## src/rtl/amp_pwr_seq_pkg.sv

```systemverilog
// Shared types and constants for the amplifier power/config sequencer.
// Contents: state encoding, script entry struct, script length, device address.
package amp_pwr_seq_pkg;

    typedef enum logic [2:0] {
        ST_IDLE      = 3'd0,
        ST_PWR_WAIT  = 3'd1,
        ST_ISSUE     = 3'd2,
        ST_WAIT_DONE = 3'd3,
        ST_MUTED     = 3'd4,
        ST_PLAY      = 3'd5,
        ST_FAULT     = 3'd6
    } amp_seq_state_t;

    typedef struct packed {
        logic [7:0] reg_addr;
        logic [7:0] data;
    } amp_seq_cmd_t;

    localparam int         AMP_SEQ_NUM_CMDS = 4;
    localparam logic [6:0] AMP_DEV_ADDR     = 7'h2C;

endpackage

```

## src/rtl/amp_pwr_seq_if.sv

```systemverilog
// Byte-write command port between the sequencer and the amp I2C master.
// master: cmd_valid/dev/reg/data out, ready/done/nack in. slave: mirror.
interface amp_pwr_seq_if;

    logic       cmd_valid;
    logic       cmd_ready;
    logic [6:0] cmd_dev;
    logic [7:0] cmd_reg;
    logic [7:0] cmd_data;
    logic       cmd_done;
    logic       cmd_nack;

    modport master (
        output cmd_valid, cmd_dev, cmd_reg, cmd_data,
        input  cmd_ready, cmd_done, cmd_nack
    );

    modport slave (
        input  cmd_valid, cmd_dev, cmd_reg, cmd_data,
        output cmd_ready, cmd_done, cmd_nack
    );

endinterface

```

## src/rtl/amp_pwr_seq_rom.sv

```systemverilog
// Fixed amp register script: soft reset, clock config, volume, output mode.
// Ports: idx_i (script index), cmd_o (register/data pair, zero past the end).
module amp_seq_rom
    import amp_pwr_seq_pkg::*;
#(
    parameter int NUM_CMDS = AMP_SEQ_NUM_CMDS
) (
    input  logic [3:0]   idx_i,
    output amp_seq_cmd_t cmd_o
);

    always_comb begin
        cmd_o = '0;
        if (32'(idx_i) < NUM_CMDS) begin
            case (idx_i)
                4'd0:    cmd_o = '{reg_addr: 8'h00, data: 8'h01};
                4'd1:    cmd_o = '{reg_addr: 8'h02, data: 8'h10};
                4'd2:    cmd_o = '{reg_addr: 8'h03, data: 8'h30};
                4'd3:    cmd_o = '{reg_addr: 8'h04, data: 8'h02};
                default: cmd_o = '0;
            endcase
        end
    end

endmodule

```

## src/rtl/amp_pwr_seq.sv

```systemverilog
// Amp power-up sequencer: enable, settle, write register script, unmute on lock.
// Ports: clk, resetb, ena, restart, rx_lock, cmd (I2C master port),
//        amp_nenable, amp_nmute, seq_state, fault. All outputs registered.
module amp_pwr_seq #(
    parameter int         PWR_DELAY_CYC = 1200,
    parameter int         LOCK_CYC      = 4096,
    parameter int         RETRY_MAX     = 3,
    parameter int         NUM_CMDS      = 4,
    parameter logic [6:0] AMP_DEV_ADDR  = 7'h2C
) (
    input  logic                 clk,
    input  logic                 resetb,
    input  logic                 ena,
    input  logic                 restart,
    input  logic                 rx_lock,
    amp_pwr_seq_if.master        cmd,
    output logic                 amp_nenable,
    output logic                 amp_nmute,
    output logic [2:0]           seq_state,
    output logic                 fault
);
    import amp_pwr_seq_pkg::*;

    localparam int DW = (PWR_DELAY_CYC > 1) ? $clog2(PWR_DELAY_CYC) : 1;
    localparam int LW = (LOCK_CYC > 1) ? $clog2(LOCK_CYC) : 1;
    localparam int RW = (RETRY_MAX > 0) ? $clog2(RETRY_MAX + 1) : 1;

    localparam logic [2:0] S_IDLE  = 3'(ST_IDLE);
    localparam logic [2:0] S_PWR   = 3'(ST_PWR_WAIT);
    localparam logic [2:0] S_ISSUE = 3'(ST_ISSUE);
    localparam logic [2:0] S_WAIT  = 3'(ST_WAIT_DONE);
    localparam logic [2:0] S_MUTED = 3'(ST_MUTED);
    localparam logic [2:0] S_PLAY  = 3'(ST_PLAY);
    localparam logic [2:0] S_FAULT = 3'(ST_FAULT);

    logic [2:0]    state_q, state_d;
    logic [DW-1:0] dcnt_q, dcnt_d;
    logic [LW-1:0] lcnt_q, lcnt_d;
    logic [3:0]    idx_q, idx_d;
    logic [RW-1:0] rty_q, rty_d;
    logic          valid_q, valid_d;
    logic [6:0]    dev_q, dev_d;
    logic [7:0]    reg_q, reg_d;
    logic [7:0]    data_q, data_d;
    logic          nen_q, nen_d;
    logic          nmute_q, nmute_d;
    logic          fault_q, fault_d;
    logic          rst_hit;
    amp_seq_cmd_t  rom_cmd;

    amp_seq_rom #(
        .NUM_CMDS (NUM_CMDS)
    ) u_rom (
        .idx_i (idx_q),
        .cmd_o (rom_cmd)
    );

    always_comb begin
        state_d = state_q;
        dcnt_d  = dcnt_q;
        lcnt_d  = lcnt_q;
        idx_d   = idx_q;
        rty_d   = rty_q;
        valid_d = valid_q;
        dev_d   = dev_q;
        reg_d   = reg_q;
        data_d  = data_q;
        fault_d = fault_q;
        rst_hit = 1'b0;

        case (state_q)
            S_IDLE: begin
                if (ena) begin
                    state_d = S_PWR;
                    dcnt_d  = '0;
                    idx_d   = '0;
                    rty_d   = '0;
                end
            end
            S_PWR: begin
                if (dcnt_q == DW'(PWR_DELAY_CYC - 1)) begin
                    state_d = S_ISSUE;
                end else begin
                    dcnt_d = dcnt_q + 1'b1;
                end
            end
            S_ISSUE: begin
                // First ISSUE cycle latches the entry; valid follows a cycle later.
                if (!valid_q) begin
                    valid_d = 1'b1;
                    dev_d   = AMP_DEV_ADDR;
                    reg_d   = rom_cmd.reg_addr;
                    data_d  = rom_cmd.data;
                end else if (cmd.cmd_ready) begin
                    valid_d = 1'b0;
                    state_d = S_WAIT;
                end
            end
            S_WAIT: begin
                if (cmd.cmd_done) begin
                    if (!cmd.cmd_nack) begin
                        rty_d = '0;
                        if (idx_q == 4'(NUM_CMDS - 1)) begin
                            state_d = S_MUTED;
                            lcnt_d  = '0;
                        end else begin
                            idx_d   = idx_q + 1'b1;
                            state_d = S_ISSUE;
                        end
                    end else if (rty_q == RW'(RETRY_MAX)) begin
                        state_d = S_FAULT;
                    end else begin
                        rty_d   = rty_q + 1'b1;
                        state_d = S_ISSUE;
                    end
                end
            end
            S_MUTED: begin
                if (!rx_lock) begin
                    lcnt_d = '0;
                end else if (lcnt_q == LW'(LOCK_CYC - 1)) begin
                    state_d = S_PLAY;
                end else begin
                    lcnt_d = lcnt_q + 1'b1;
                end
            end
            S_PLAY: begin
                if (!rx_lock) begin
                    state_d = S_MUTED;
                    lcnt_d  = '0;
                end
            end
            S_FAULT: begin
                state_d = S_FAULT;
            end
            default: begin
                state_d = S_IDLE;
            end
        endcase

        // Disable and restart override whatever the FSM decided above.
        if (!ena) begin
            state_d = S_IDLE;
            dcnt_d  = '0;
            lcnt_d  = '0;
            idx_d   = '0;
            rty_d   = '0;
            valid_d = 1'b0;
        end else if (restart && (state_q != S_IDLE)) begin
            state_d = S_PWR;
            dcnt_d  = '0;
            lcnt_d  = '0;
            idx_d   = '0;
            rty_d   = '0;
            valid_d = 1'b0;
            fault_d = 1'b0;
            rst_hit = 1'b1;
        end

        if (state_d == S_FAULT) begin
            fault_d = 1'b1;
        end

        // Pins follow the next state so they change on the transition edge.
        nen_d   = rst_hit || (state_d == S_IDLE) || (state_d == S_FAULT);
        nmute_d = (state_d == S_PLAY);
    end

    always_ff @(posedge clk or negedge resetb) begin
        if (!resetb) begin
            state_q <= S_IDLE;
            dcnt_q  <= '0;
            lcnt_q  <= '0;
            idx_q   <= '0;
            rty_q   <= '0;
            valid_q <= 1'b0;
            dev_q   <= '0;
            reg_q   <= '0;
            data_q  <= '0;
            nen_q   <= 1'b1;
            nmute_q <= 1'b0;
            fault_q <= 1'b0;
        end else begin
            state_q <= state_d;
            dcnt_q  <= dcnt_d;
            lcnt_q  <= lcnt_d;
            idx_q   <= idx_d;
            rty_q   <= rty_d;
            valid_q <= valid_d;
            dev_q   <= dev_d;
            reg_q   <= reg_d;
            data_q  <= data_d;
            nen_q   <= nen_d;
            nmute_q <= nmute_d;
            fault_q <= fault_d;
        end
    end

    assign cmd.cmd_valid = valid_q;
    assign cmd.cmd_dev   = dev_q;
    assign cmd.cmd_reg   = reg_q;
    assign cmd.cmd_data  = data_q;
    assign amp_nenable   = nen_q;
    assign amp_nmute     = nmute_q;
    assign seq_state     = state_q;
    assign fault         = fault_q;

endmodule

```

## src/flat_wrapper.sv

```systemverilog
// flat-port wrapper written by rule: the top's interface ports become plain ports
module amp_pwr_seq_flat import amp_pwr_seq_pkg::*;
#(
    parameter int         PWR_DELAY_CYC = 1200,
    parameter int         LOCK_CYC      = 4096,
    parameter int         RETRY_MAX     = 3,
    parameter int         NUM_CMDS      = 4,
    parameter logic [6:0] AMP_DEV_ADDR  = 7'h2C
)
  (clk, resetb, ena, restart, rx_lock, amp_nenable, amp_nmute, seq_state, fault, cmd_cmd_valid, cmd_cmd_dev, cmd_cmd_reg, cmd_cmd_data, cmd_cmd_ready, cmd_cmd_done, cmd_cmd_nack);
  amp_pwr_seq_if cmd_i ();
  input  logic clk;
  input  logic resetb;
  input  logic ena;
  input  logic restart;
  input  logic rx_lock;
  output logic amp_nenable;
  output logic amp_nmute;
  output logic [2:0] seq_state;
  output logic fault;
  output wire logic [$bits(cmd_i.cmd_valid)-1:0] cmd_cmd_valid;
  output wire logic [$bits(cmd_i.cmd_dev)-1:0] cmd_cmd_dev;
  output wire logic [$bits(cmd_i.cmd_reg)-1:0] cmd_cmd_reg;
  output wire logic [$bits(cmd_i.cmd_data)-1:0] cmd_cmd_data;
  input wire logic [$bits(cmd_i.cmd_ready)-1:0] cmd_cmd_ready;
  input wire logic [$bits(cmd_i.cmd_done)-1:0] cmd_cmd_done;
  input wire logic [$bits(cmd_i.cmd_nack)-1:0] cmd_cmd_nack;
  assign cmd_cmd_valid = cmd_i.cmd_valid;
  assign cmd_cmd_dev = cmd_i.cmd_dev;
  assign cmd_cmd_reg = cmd_i.cmd_reg;
  assign cmd_cmd_data = cmd_i.cmd_data;
  assign cmd_i.cmd_ready = cmd_cmd_ready;
  assign cmd_i.cmd_done = cmd_cmd_done;
  assign cmd_i.cmd_nack = cmd_cmd_nack;
  amp_pwr_seq #(.PWR_DELAY_CYC(PWR_DELAY_CYC), .LOCK_CYC(LOCK_CYC), .RETRY_MAX(RETRY_MAX), .NUM_CMDS(NUM_CMDS), .AMP_DEV_ADDR(AMP_DEV_ADDR)) u_core (.clk(clk), .resetb(resetb), .ena(ena), .restart(restart), .rx_lock(rx_lock), .cmd(cmd_i), .amp_nenable(amp_nenable), .amp_nmute(amp_nmute), .seq_state(seq_state), .fault(fault));
endmodule
```

## config.mk

```make
export PLATFORM = sky130hd
export DESIGN_NAME = amp_pwr_seq_flat
export DESIGN_NICKNAME = d
export VERILOG_FILES = /design/src/rtl/amp_pwr_seq_pkg.sv /design/src/rtl/amp_pwr_seq_if.sv /design/src/rtl/amp_pwr_seq_rom.sv /design/src/rtl/amp_pwr_seq.sv /design/src/flat_wrapper.sv
export SDC_FILE = /design/constraint.sdc
export NUM_CORES = 1
export LEC_CHECK = 0
export BUFFER_PORTS_ARGS = -buffer_cell sky130_fd_sc_hd__buf_2
export CAP_MARGIN = 20
export CORE_AREA = 2 2 89 99
export CTS_CLUSTER_SIZE = 14
export DETAILED_ROUTE_END_ITERATION = 6
export DIE_AREA = 0 0 91 101
export PLACE_DENSITY_LB_ADDON = 0.05
export SYNTH_ARGS = -nofsm -noshare
export SYNTH_HDL_FRONTEND = slang
export SYNTH_HIERARCHICAL = 1
export SYNTH_SLANG_ARGS = --single-unit
```

## constraint.sdc

```tcl
create_clock -name clk -period 6.1 [get_ports clk]
set_clock_uncertainty 0.2 [all_clocks]
set_input_delay 0.305 -clock clk [delete_from_list [all_inputs] [get_ports clk]]
set_output_delay 0.305 -clock clk [all_outputs]
set_load 0.01 [all_outputs]
```

# Yosys cells after proc, flatten, opt, wreduce, memory -nomap -nowiden
# Index checks and enable logic that the tools add are counted.
# W data, S select, Z words.
totals:
  register_bits: 53
  latch_bits: 0
  mem_bits_rw: 0
  romBits: 0
  out_inout_bits: 30
  wordCells: 109
  memories: 0
op_classes:
  addsub: 4
  multipliers: 0
  div: 0
  magnitude_cmp: 1
  n_eq_ne: 26
  shift: 0
  muxes: 50
  bitwise_logic: 1
  reduce_logical: 15
ops:
  columns: ["operator", "n"]
  rows:
  - ["$mux W12", 8]
  - ["$mux W11", 4]
  - ["$pmux W11 S4", 1]
  - ["$mux W3", 12]
  - ["$pmux W12 S3", 1]
  - ["$pmux W11 S2", 1]
  - ["$pmux W3 S7", 1]
  - ["$mux W4", 5]
  - ["$eq A3 B3 Y1 const B", 5]
  - ["$add A12 B1 Y12 const B", 1]
  - ["$eq A12 B12 Y1 const B", 1]
  - ["$ne A4 B3 Y1 const B", 3]
  - ["$add A11 B1 Y11 const B", 1]
  - ["$eq A11 B11 Y1 const B", 1]
  - ["$mux W1", 10]
  - ["$mux W2", 5]
  - ["$ne A5 B5 Y1 const B", 2]
  - ["$eq A4 B2 Y1 const B", 2]
  - ["$ne A4 B1 Y1 const B", 2]
  - ["$ne A4 B4 Y1 const B", 2]
  - ["$pmux W4 S2", 1]
  - ["$eq A3 B2 Y1 const B", 2]
  - ["$logic_not A3 Y1", 2]
  - ["$reduce_and A2 Y1", 3]
  - ["19 further kinds", 21]

# Depth between registers and ports, before layout
# Gate-level depths: netlist of run 1.
depth:
  depth_word: 10
  ltp_mapped: 6
  depth_no_buf: 6

# Hierarchy
# Netlist of run 1, hierarchy kept.
by_module_without_submodules:
  columns: ["module", "instances", "cells_each", "area_each_um2", "seq_area_each_um2"]
  rows:
  - ["amp_pwr_seq", 1, 307, 3062.9, 1327.5]
  - ["amp_seq_rom", 1, 19, 136.4, 0.0]

# Least setup slack after synthesis of run 1
# No wires, ideal clock.
synth_timing:
  kind: "reg-to-reg"
  startpoint: "register u_core.idx_q[0]"
  endpoint: "register u_core.lcnt_q[3]"
  setup_ps: 140
  t_arrival_ps: 1706
  path_slack_ps: 4055
  stages_incl_launch_ff: 6
  n_path_buf: 0
  period_less_slack_ps: 2045
  cell_sequence: "dfrtp_1 -> ha_1 -> or3b_1 -> o2111a_1 -> nor2_2 -> a41oi_2"
synth_between:
  elab_chain_cells: 3
synth_lines:
  columns: ["element", "line", "source"]
  rows:
  - ["from (decl)", "amp_pwr_seq.sv:39", "logic [3:0] idx_q, idx_d;"]
  - ["from (signal assigned)", "amp_pwr_seq.sv:187", "idx_q <= idx_d;"]
  - ["$eq A4 B2 Y1", "amp_pwr_seq.sv:103", "if (idx_q == 4'(NUM_CMDS - 1)) begin"]
  - ["$ne A4 B2 Y1 (no line)", null, null]
  - ["$reduce_and A6 Y1 (no line)", null, null]
  - ["to (signal assigned)", "amp_pwr_seq.sv:186", "lcnt_q <= lcnt_d;"]
  - ["to (decl)", "amp_pwr_seq.sv:38", "logic [LW-1:0] lcnt_q, lcnt_d;"]
# No other way between the ends.
# A chain may end at the register's enable or synchronous reset.

# Worst setup path after layout of run 1
layout_timing:
  startpoint: "register u_core.state_q[2] (netlist: u_core/seq_state[2])"
  endpoint: "register u_core.lcnt_q[0]"
layout_between:
  elab_chain_cells: 4
  word_cells_on_any_way: 15
  cone_classes: "9 x eq/ne; 3 x mux; 3 x reduce/logical"
layout_lines:
  columns: ["element", "line", "source"]
  rows:
  - ["from (decl)", "amp_pwr_seq.sv:36", "logic [2:0] state_q, state_d;"]
  - ["from (signal assigned)", "amp_pwr_seq.sv:184", "state_q <= state_d;"]
  - ["$eq A3 B3 Y1, or another cell as far along", "amp_pwr_seq.sv:71", "case (state_q)"]
  - ["$pmux W12 S3 / $logic_and A1 B1 Y1 (equally long branches)", "amp_pwr_seq.sv:71, amp_pwr_seq.sv:149", null]
  - ["$mux W12, or another cell as far along", "amp_pwr_seq.sv:149", "end else if (restart && (state_q != S_IDLE)) begin"]
  - ["$mux W12 / $reduce_and A6 Y1 (equally long branches)", null, null]
# Several ways; a longest one is shown, not always the timed one.

==> run summary, run 1 <==
status - finished clean
fin worst setup slack - 3.241 ns
Arr. time, crit path - 2.87 ns
Pre-Repair DR Iteration Count - 4
Setup Buffers After CTS - 0
reg2reg start - u_core/seq_state[2]
first-pass GRT wire length - 12350 um
Routed Antenna Nets - 0
PortBufs - 33
clock buffer depth - 2
post_cts resized - 0
Detail Placement HPWL - 4957 um
CTS sink count - 53
Hold Crit Start - cmd_cmd_ready
# DRC - 0
Worst-Margin Slew - 0.8868 ns
starting DRC count in detailed routing - 118
io pins - 38
Critical path origin - u_core/seq_state[2]
R2R setup slack - 3.24 ns
Die ar. - 0.009191 mm^2
Pleak - 1.473 nW
crit path launch type - flip-flop
Fin Setup TNS - 0 ns
Synth Warn # - 6
crit path time final - 2.859 ns
final WL - 7217 um
GR Util All Layers - 16.66%
max reg flops - 12
initial antenna violation count - 0
MaxCap Viol Count - 0
area leader, netlist - dfrtp_1
synthesized area - 0.003199 mm^2
Avg WL per Cell - 15.69 um
GPL Wtd Cong - 0.7689
Std-Cell Rows - 35
layout cells sized above 1 - 20.34%
CTS HTree Levels - 2
CP Class - reg -> reg
Initial Util - 38.86%
FF-to-FF path depth - 5
via/cell ratio - 5.459
die width - 91 um
Hold EP - u_core/cmd.cmd_valid
final hold viol count - 0
Layout Nets - 360
CTS Buf Count - 5
predominant post-synthesis flop cell - dfrtp_1
number of synthesized register bits - 53
Worst-Skew Late Latency - 0.32 ns
Setup Viol. Count Final - 0
Avg Cell Area, Syn - 9.814 um^2
Slew HR - 40.82%
final number of max-transition violations - 0
Synth top area share - 40.67%
total congestion overflow - 0
r2r endpoint - u_core/lcnt_q[0]
Post-synth EDFFs - 0
filler cell count - 857
core area - 0.008233 mm^2
Hold Worst Slack - 0.08672 ns
die height - 101 um
Top reg by flops - u_core/lcnt_q
pre-CTS WS - 3.224 ns
CP endpoint kind - flip-flop
count of cell types in the netlist - 70
Max VDD drop - 0.1047 mV
P per Cell Area - 182.2 mW/mm^2
CTS tree - yes
post-synthesis sequential area ratio - 41.49%
Hold Crit Depth - 3
area delta synth->final - 7.939%
hold crit path type - in -> reg
Final Cycle Share - 46.86%
Clock Pin Slew Worst Setup and Hold Paths - 0.10 ns
top cells by area, synth - dfrtp_1 41%, buf_4 4.5%, mux2_1 3.2%
async set-reset flop share out of synthesis - 100.0%
fmax - 349.8 MHz
vias in the first global route - 2416
via count - 2511
# diodes - 0
Crit Path Max Fanout - 19
Mapped Cells - 326
registers with the most flip-flops - u_core/lcnt_q x12, u_core/dcnt_q x11
root buf cell - clkbuf_8
Crit path required time - 6.12 ns
pin count of the biggest net entering global routing - 54
RSZ-0062 raised after global routing - no
-- worst max path at each step --
stage,end,cells past startpoint
floorplan,u_core/lcnt_q[3],5
global placement,u_core/lcnt_q[0],5
detailed placement,u_core/lcnt_q[0],5
CTS,u_core/lcnt_q[0],5
global route,u_core/lcnt_q[0],5
finish,u_core/lcnt_q[0],5
-- placed cells by master, fill, tap and decap left out, drive strengths merged, types with 2 or more instances in the layout --
master and instances:
nor4 4, buf 34, or3b 2, and3 2
nand3 9, inv 10, nor4b 3, o31ai 2
xnor2 2, nand2 27, dfrtp 52, nand2b 5
o2111ai 3, a22oi 2, o211ai 8, nor3 16
and4 5, clkbuf 5, and2 6, nand4 7
or2 3, a31oi 6, o22ai 4, nor2 14
a21boi 3, o21a 4, mux2 17, a41oi 3
o21ai 21, nand3b 4, mux2i 7, ha 4
or3 4, conb 13, a21oi 13
-- stage by stage --
| step | area (um^2) | total power, mW | util (%) | instances |
|---|---|---|---|---|
| after CTS | 3453 | 0.6438 | 41.95 | 460 |
| after global placement | 3349 | 0.4215 | 40.68 | 451 |
| after floorplan | 3241 | 0.4044 | - | 337 |
| after detailed placement | 3349 | 0.4219 | 40.68 | 451 |
| after global routing | 3453 | 0.6652 | 41.95 | 460 |
| final | 3453 | 0.6291 | 41.95 | 460 |
-- cell type report --
class	instances	area, um^2	share of cell area, %
Sequential cell	53	1328	38.44
Clock buffer	5	68.82	1.993
Timing Repair Buffer	35	182.7	5.290
Tap cell	111	138.9	4.022
Clock inverter	3	25.02	0.7246
Multi-Input combinational cell	244	1677	48.55
Inverter	9	33.78	0.9783
-- timing repair --
action / CTS / global route
hold endpoints to repair: 52 / 0
setup endpoints to repair: 0 / 0
hold buffers: 1 / 0
-- synth_stat cells (7+ instances only) --
master   count
buf_4       19
nand2_1     27
nand4_1      7
inv_1        8
a21oi_1     13
nor2_1      12
nor3_1      14
mux2i_1      7
mux2_1       9
dfrtp_1     52
mux2_2       8
nand3_1      9
o21ai_0     17
-- layer usage --
layer,global-route usage (%),vias to the layer above,part of all wire (%)
met5,0,-,0
met4,3.846,0,0.91
met3,2.842,5,3.1
met2,29.06,33,49
met1,21.73,1243,47
li1,-,1230,-
-- kinds of logic (layout without fill, tap and decap cells) --
family          count (synthesis)  after routing  share of synthesized area (%)
simple gates                  120            120                          22.02
buf+inv                        40             52                          7.392
xor+xnor                        2              2                         0.5476
compound gates                 81             81                          18.58
mux                            24             24                          8.174
flops                          53             53                          41.49
fa+ha+maj                       4              4                          1.564
other cells                     2             13                         0.2347
-- where the power goes --
| part | leakage [nW] | internal [mW] | switching, mW |
|---|---|---|---|
| clock | 0.0447 | 0.0833 | 0.132 |
| sequential | 0.725 | 0.359 | 0.00623 |
| combinational | 0.703 | 0.0178 | 0.0312 |
-- worst max-delay path: stages, from the launching register on --
cell      delay [ns]
dfrtp_1         0.66
or2_1           0.55
nand4_1         0.30
o211ai_2        0.70
inv_2           0.09
o311ai_1        0.27
No activity file was read; power rests on OpenSTA's default activity.
==> run 2, diff against run 1 <==
ABC_AREA = 1   (was not set)
clock period = 2.55 ns   (was 6.1 ns; I/O delays follow)
==> run 2 against run 1 <==
Compared with the run above: synthesized cell count up 24%; clock-buffer cell count unchanged; synthesized area down 0.27%; register-to-register slack worse by 3.0 ns; utilization up 1.0 points; first-iteration DRC count up 4.2%.
==> run summary, run 2 <==
Max VDD drop - 0.2161 mV
io pins - 38
placed cells - 537
Post-Layout Cell Count - 549
fmax - 438.2 MHz
Hold Worst Slack - 0.01485 ns
via count - 2637
CTS tree - yes
die width - 91 um
Crit Path Max Fanout - 6
number of synthesized register bits - 53
synthesized area - 0.003191 mm^2
reg2reg start - u_core/dcnt_q[0]
Setup Viol. Count Final - 0
dpl cell area - 0.003401 mm^2
Final Cycle Share - 89.50%
commonest non-fill, non-tap cell in the layout - nand2_1
crit path time final - 2.282 ns
die height - 101 um
CP endpoint kind - flip-flop
fin util - 42.95%
MaxCap Viol Count - 0
top cells by area, synth - dfrtp_1 41%, nand2_1 11%, mux2_2 5.6%
P per Cell Area - 439.4 mW/mm^2
Synth top area share - 40.78%
Worst-Skew Late Latency - 0.31 ns
Pwr Total - 1.554 mW
Layout Nets - 449
Worst-Margin Slew - 0.5333 ns
top cells by count, synth - 91 x nand2_1, 52 x dfrtp_1, 42 x inv_1, 42 x nor2_1, 32 x nand3_1
Routed Antenna Nets - 0
Fin Setup TNS - 0 ns
layout cells sized above 1 - 18.72%
PortBufs - 33
core area - 0.008233 mm^2
commonest non-fill, non-tap cells in the layout - 91 x nand2_1, 52 x dfrtp_1, 42 x inv_1, 42 x nor2_1, 33 x buf_2
Critical path origin - u_core/dcnt_q[0]
Clock Pin Slew Worst Setup and Hold Paths - 0.11 ns
Mapped Cells - 403
Top reg by flops - u_core/lcnt_q
total congestion overflow - 0
Hold Crit Start - ena
via/cell ratio - 4.803
RSZ-0062 raised after global routing - no
CTS sink count - 53
status - finished clean
Synth Area in XOR/XNOR - 0.8235%
async set-reset flop share out of synthesis - 100.0%
final hold viol count - 0
GPL Wtd Cong - 0.8066
Initial Util - 38.75%
Detail Placement HPWL - 5307 um
Avg Cell Area, Syn - 7.917 um^2
CTS Buf Count - 5
Synth Warn # - 6
starting DRC count in detailed routing - 123
final WL - 7268 um
# DRC - 0
vias in the first global route - 2605
# diodes - 0
hold crit path type - in -> reg
Slew HR - 64.45%
Pre-Repair DR Iteration Count - 4
mux contribution to synthesized area - 5.647%
Post-synth EDFFs - 0
largest family of logic cells by synthesized area - simple AND/OR/NAND/NOR gates
registers with the most flip-flops - u_core/lcnt_q x12, u_core/dcnt_q x11
area delta synth->final - 10.82%
Final Cell Area - 0.003536 mm^2
root buf cell - clkbuf_8
top-count cell post-synth - nand2_1
clock buffer depth - 2
compound-cell area share of the yosys netlist - 6.980%
initial antenna violation count - 0
predominant post-synthesis flop cell - dfrtp_1
crit path launch type - flip-flop
count of cell types in the netlist - 41
Die ar. - 0.009191 mm^2
fin worst setup slack - 0.2679 ns
post-synthesis sequential area ratio - 41.61%
max reg flops - 12
pin count of the biggest net entering global routing - 54
area leader, netlist - dfrtp_1
CP Class - reg -> reg
Pleak - 1.677 nW
Crit path required time - 2.59 ns
fraction of the mapped netlist area in simple logic gates - 32.86%
final number of max-transition violations - 0
pre-CTS WS - 0.3436 ns
Synth Area in Adders - 1.569%
Avg WL per Cell - 13.24 um
Arr. time, crit path - 2.32 ns
Std-Cell Rows - 35
first-pass GRT wire length - 12570 um
GR Util All Layers - 16.94%
CTS HTree Levels - 2
-- run 2: kinds of logic after synthesis --
logic type | after synthesis
muxes | 16
AOI/OAI and AO/OA | 39
buffers and inverters | 67
xor gates and xnor gates | 3
and+or+nand+nor | 219
other | 2
DFF | 53
adders and majority gates | 4
-- run 2: power by group --
part | total, mW | internal, mW | switching, mW
Clock | 0.508 | 0.200 | 0.307
Sequential | 0.893 | 0.868 | 0.0252
Combinational | 0.153 | 0.0564 | 0.0968
Total | 1.55 | 1.12 | 0.429
-- run 2: area by class of cell --
cell class                      instances  area [um^2]
Clock buffer                            5        68.82
Clock inverter                          3        26.28
Fill cell                             896         4697
Inverter                               44        165.2
Multi-Input combinational cell        294         1577
Sequential cell                        53         1328
Tap cell                              111        138.9
Timing Repair Buffer                   39        232.7
-- run 2: routing by layer --
metal / vias up / global-route usage [%] / share of wire (%)
li1: 1364 / - / -
met1: 1207 / 22.31 / 46
met2: 61 / 29.29 / 49
met3: 5 / 2.693 / 4.3
met4: 0 / 4.196 / 0.73
met5: - / 0 / 0
-- run 2: critical path: stages (launching register included) --
cell and delay, ns:
dfrtp_1 0.46, ha_1 0.28, inv_1 0.09, nor3_1 0.25, nand3_1 0.24, a21oi_1 0.49
a21oi_1 0.08, a21oi_1 0.13
-- run 2: path summary, 6_finish.rpt --
kind / endpoint / slack (ns) / cells after the start
max in group asynchronous: u_core/amp_nenable / 1.73 / 3
min: u_core/dcnt_q[2] / 0.01 / 3
max reg2reg: u_core/dcnt_q[6] / 0.27 / 7
min reg2reg: u_core/rty_q[1] / 0.30 / 2
max: u_core/dcnt_q[6] / 0.27 / 7
min in group asynchronous: u_core/lcnt_q[10] / 0.14 / 3
-- run 2: what timing repair did --
action	in CTS	in global routing
hold buffers	4	0
setup buffers	0	0
endpoints found under the hold margin	57	0
gates resized for setup	0	0
==> run 3, diff against run 2 <==
BUFFER_PORTS_ARGS = not set   (was -buffer_cell sky130_fd_sc_hd__buf_2)
CORE_AREA = 2 2 95 106   (was 2 2 89 99)
DIE_AREA = 0 0 97 108   (was 0 0 91 101)
DONT_BUFFER_PORTS = 1   (was not set)
==> run 3 against run 2 <==
Compared with the run above: utilization shrank 5.8 points; flip-flop and latch count is the same; non-clock buffer count shrank 25; clock-buffer cell count is the same; maximum frequency grew 0.71%; critical endpoint is now u_core/lcnt_q[9].
==> run summary, run 3 (same netlist as run 2, synthesis figures left out) <==
status - finished clean
CP Class - in -> reg
r2r endpoint - u_core/lcnt_q[10]
Multi-input gate area - 0.001577 mm^2
GPL Wtd Cong - 0.8106
Setup Viol. Count Final - 0
fmax - 441.3 MHz
# DRC - 0
Worst-Skew Late Latency - 0.31 ns
vias in the first global route - 2545
area delta synth->final - 8.314%
filler cell count - 977
Routed Antenna Nets - 0
# diodes - 0
crit path launch type - input port
reg2reg start - u_core/seq_state[0]
RSZ-0062 raised after global routing - no
registers with the most flip-flops - u_core/lcnt_q x12, u_core/dcnt_q x11
Initial Util - 34.29%
CP endpoint kind - flip-flop
fin worst setup slack - 0.2840 ns
die height - 108 um
CTS tree - yes
CTS HTree Levels - 2
via/cell ratio - 4.853
root buf cell - clkbuf_8
Detail Placement HPWL - 5430 um
post_cts resized - 0
starting DRC count in detailed routing - 131
P per Cell Area - 444.3 mW/mm^2
Fin Setup TNS - 0 ns
Pre-Repair DR Iteration Count - 6
Crit Path Max Fanout - 16
die width - 97 um
Top reg by flops - u_core/lcnt_q
final number of max-transition violations - 0
CTS sink count - 53
CTS Buf Count - 5
Hold Worst Slack - 0.04136 ns
Final Cycle Share - 88.86%
core area - 0.009305 mm^2
Hold Crit Start - cmd_cmd_done
Setup Buffers After CTS - 0
Max VDD drop - 0.1953 mV
Avg WL per Cell - 14.39 um
Pleak - 1.564 nW
first-pass GRT wire length - 12740 um
Arr. time, crit path - 2.27 ns
final WL - 7626 um
Hold EP - u_core/idx_q[0]
Reg area - 0.001328 mm^2
Crit path required time - 2.55 ns
Clock Pin Slew Worst Setup and Hold Paths - 0.10 ns
Die ar. - 0.01048 mm^2
initial antenna violation count - 0
total congestion overflow - 0
Std-Cell Rows - 37
via count - 2572
FF-to-FF path depth - 6
commonest non-fill, non-tap cell in the layout - nand2_1
Hold Buf Count CTS - 9
final hold viol count - 0
Worst-Margin Slew - 0.7710 ns
R2R setup slack - 0.38 ns
pin count of the biggest net entering global routing - 54
pre-CTS WS - 0.4272 ns
clock buffer depth - 2
max reg flops - 12
commonest non-fill, non-tap cells in the layout - 91 x nand2_1, 52 x dfrtp_1, 42 x inv_1, 42 x nor2_1, 32 x nand3_1
Final Cell Area - 0.003456 mm^2
hold crit path type - in -> reg
PortBufs - 0
dpl cell area - 0.003253 mm^2
layout cells sized above 1 - 12.83%
Layout Nets - 424
Slew HR - 48.43%
crit path time final - 2.266 ns
GR Util All Layers - 14.97%
MaxCap Viol Count - 0
Hold Crit Depth - 4
io pins - 38
## run 3: changes by cell type in the layout (fill, tap and decap cells not counted)
cell,before,now
buf_12,1,0
buf_16,0,1
buf_2,33,0
buf_4,1,5
dlygate4sd3_1,4,8
## run 3: layout make-up
class,instances,share of cell area (%)
Clock inverter,3,0.7603
Sequential cell,53,38.41
Inverter,44,4.779
Clock buffer,5,1.991
Timing Repair Buffer,14,4.200
Tap cell,117,4.236
Multi-Input combinational cell,294,45.62
## run 3: through the flow
| stage | instances | utilization, % | power [mW] |
|---|---|---|---|
| detailed placement | 513 | 34.96 | 1.008 |
| CTS | 530 | 37.14 | 1.585 |
| global placement | 513 | 34.96 | 1.007 |
| floorplan | 414 | - | 1.006 |
| finish | 530 | 37.14 | 1.535 |
| global route | 530 | 37.14 | 1.626 |
## run 3: metal layers
| metal | part of all wire, % | track usage, % | up-vias |
|---|---|---|---|
| li1 | - | - | 1316 |
| met1 | 48 | 19.37 | 1205 |
| met2 | 48 | 26.09 | 45 |
| met3 | 3.7 | 2.973 | 6 |
| met4 | 1.0 | 3.320 | 0 |
| met5 | 0 | 0 | - |
## run 3: how the worst max path moves through the flow
stage	from	endpoint	slack [ns]	depth (start not counted)
floorplan	u_core/dcnt_q[0]	u_core/dcnt_q[8]	0.66	10
global placement	u_core/seq_state[0]	u_core/lcnt_q[5]	0.43	8
detailed placement	u_core/seq_state[0]	u_core/lcnt_q[5]	0.43	8
CTS	ena	u_core/lcnt_q[9]	0.25	10
global route	ena	u_core/lcnt_q[9]	0.11	10
finish	ena	u_core/lcnt_q[9]	0.28	10
## run 3: power breakdown
part / internal [mW] / leakage [nW] / switching, mW
logic: 0.0421 / 0.810 / 0.0795
clock network: 0.200 / 0.0423 / 0.307
registers: 0.868 / 0.712 / 0.0390
total: 1.11 / 1.56 / 0.425
## run 3: worst max-delay path, stage by stage
cell	delay [ns]
dlygate4sd3_1	1.04
inv_1	0.34
nor2_1	0.22
nand2_1	0.06
nand2_1	0.07
nand2_2	0.06
nand2_2	0.12
nor2_8	0.07
nand3_1	0.09
nand2_1	0.06
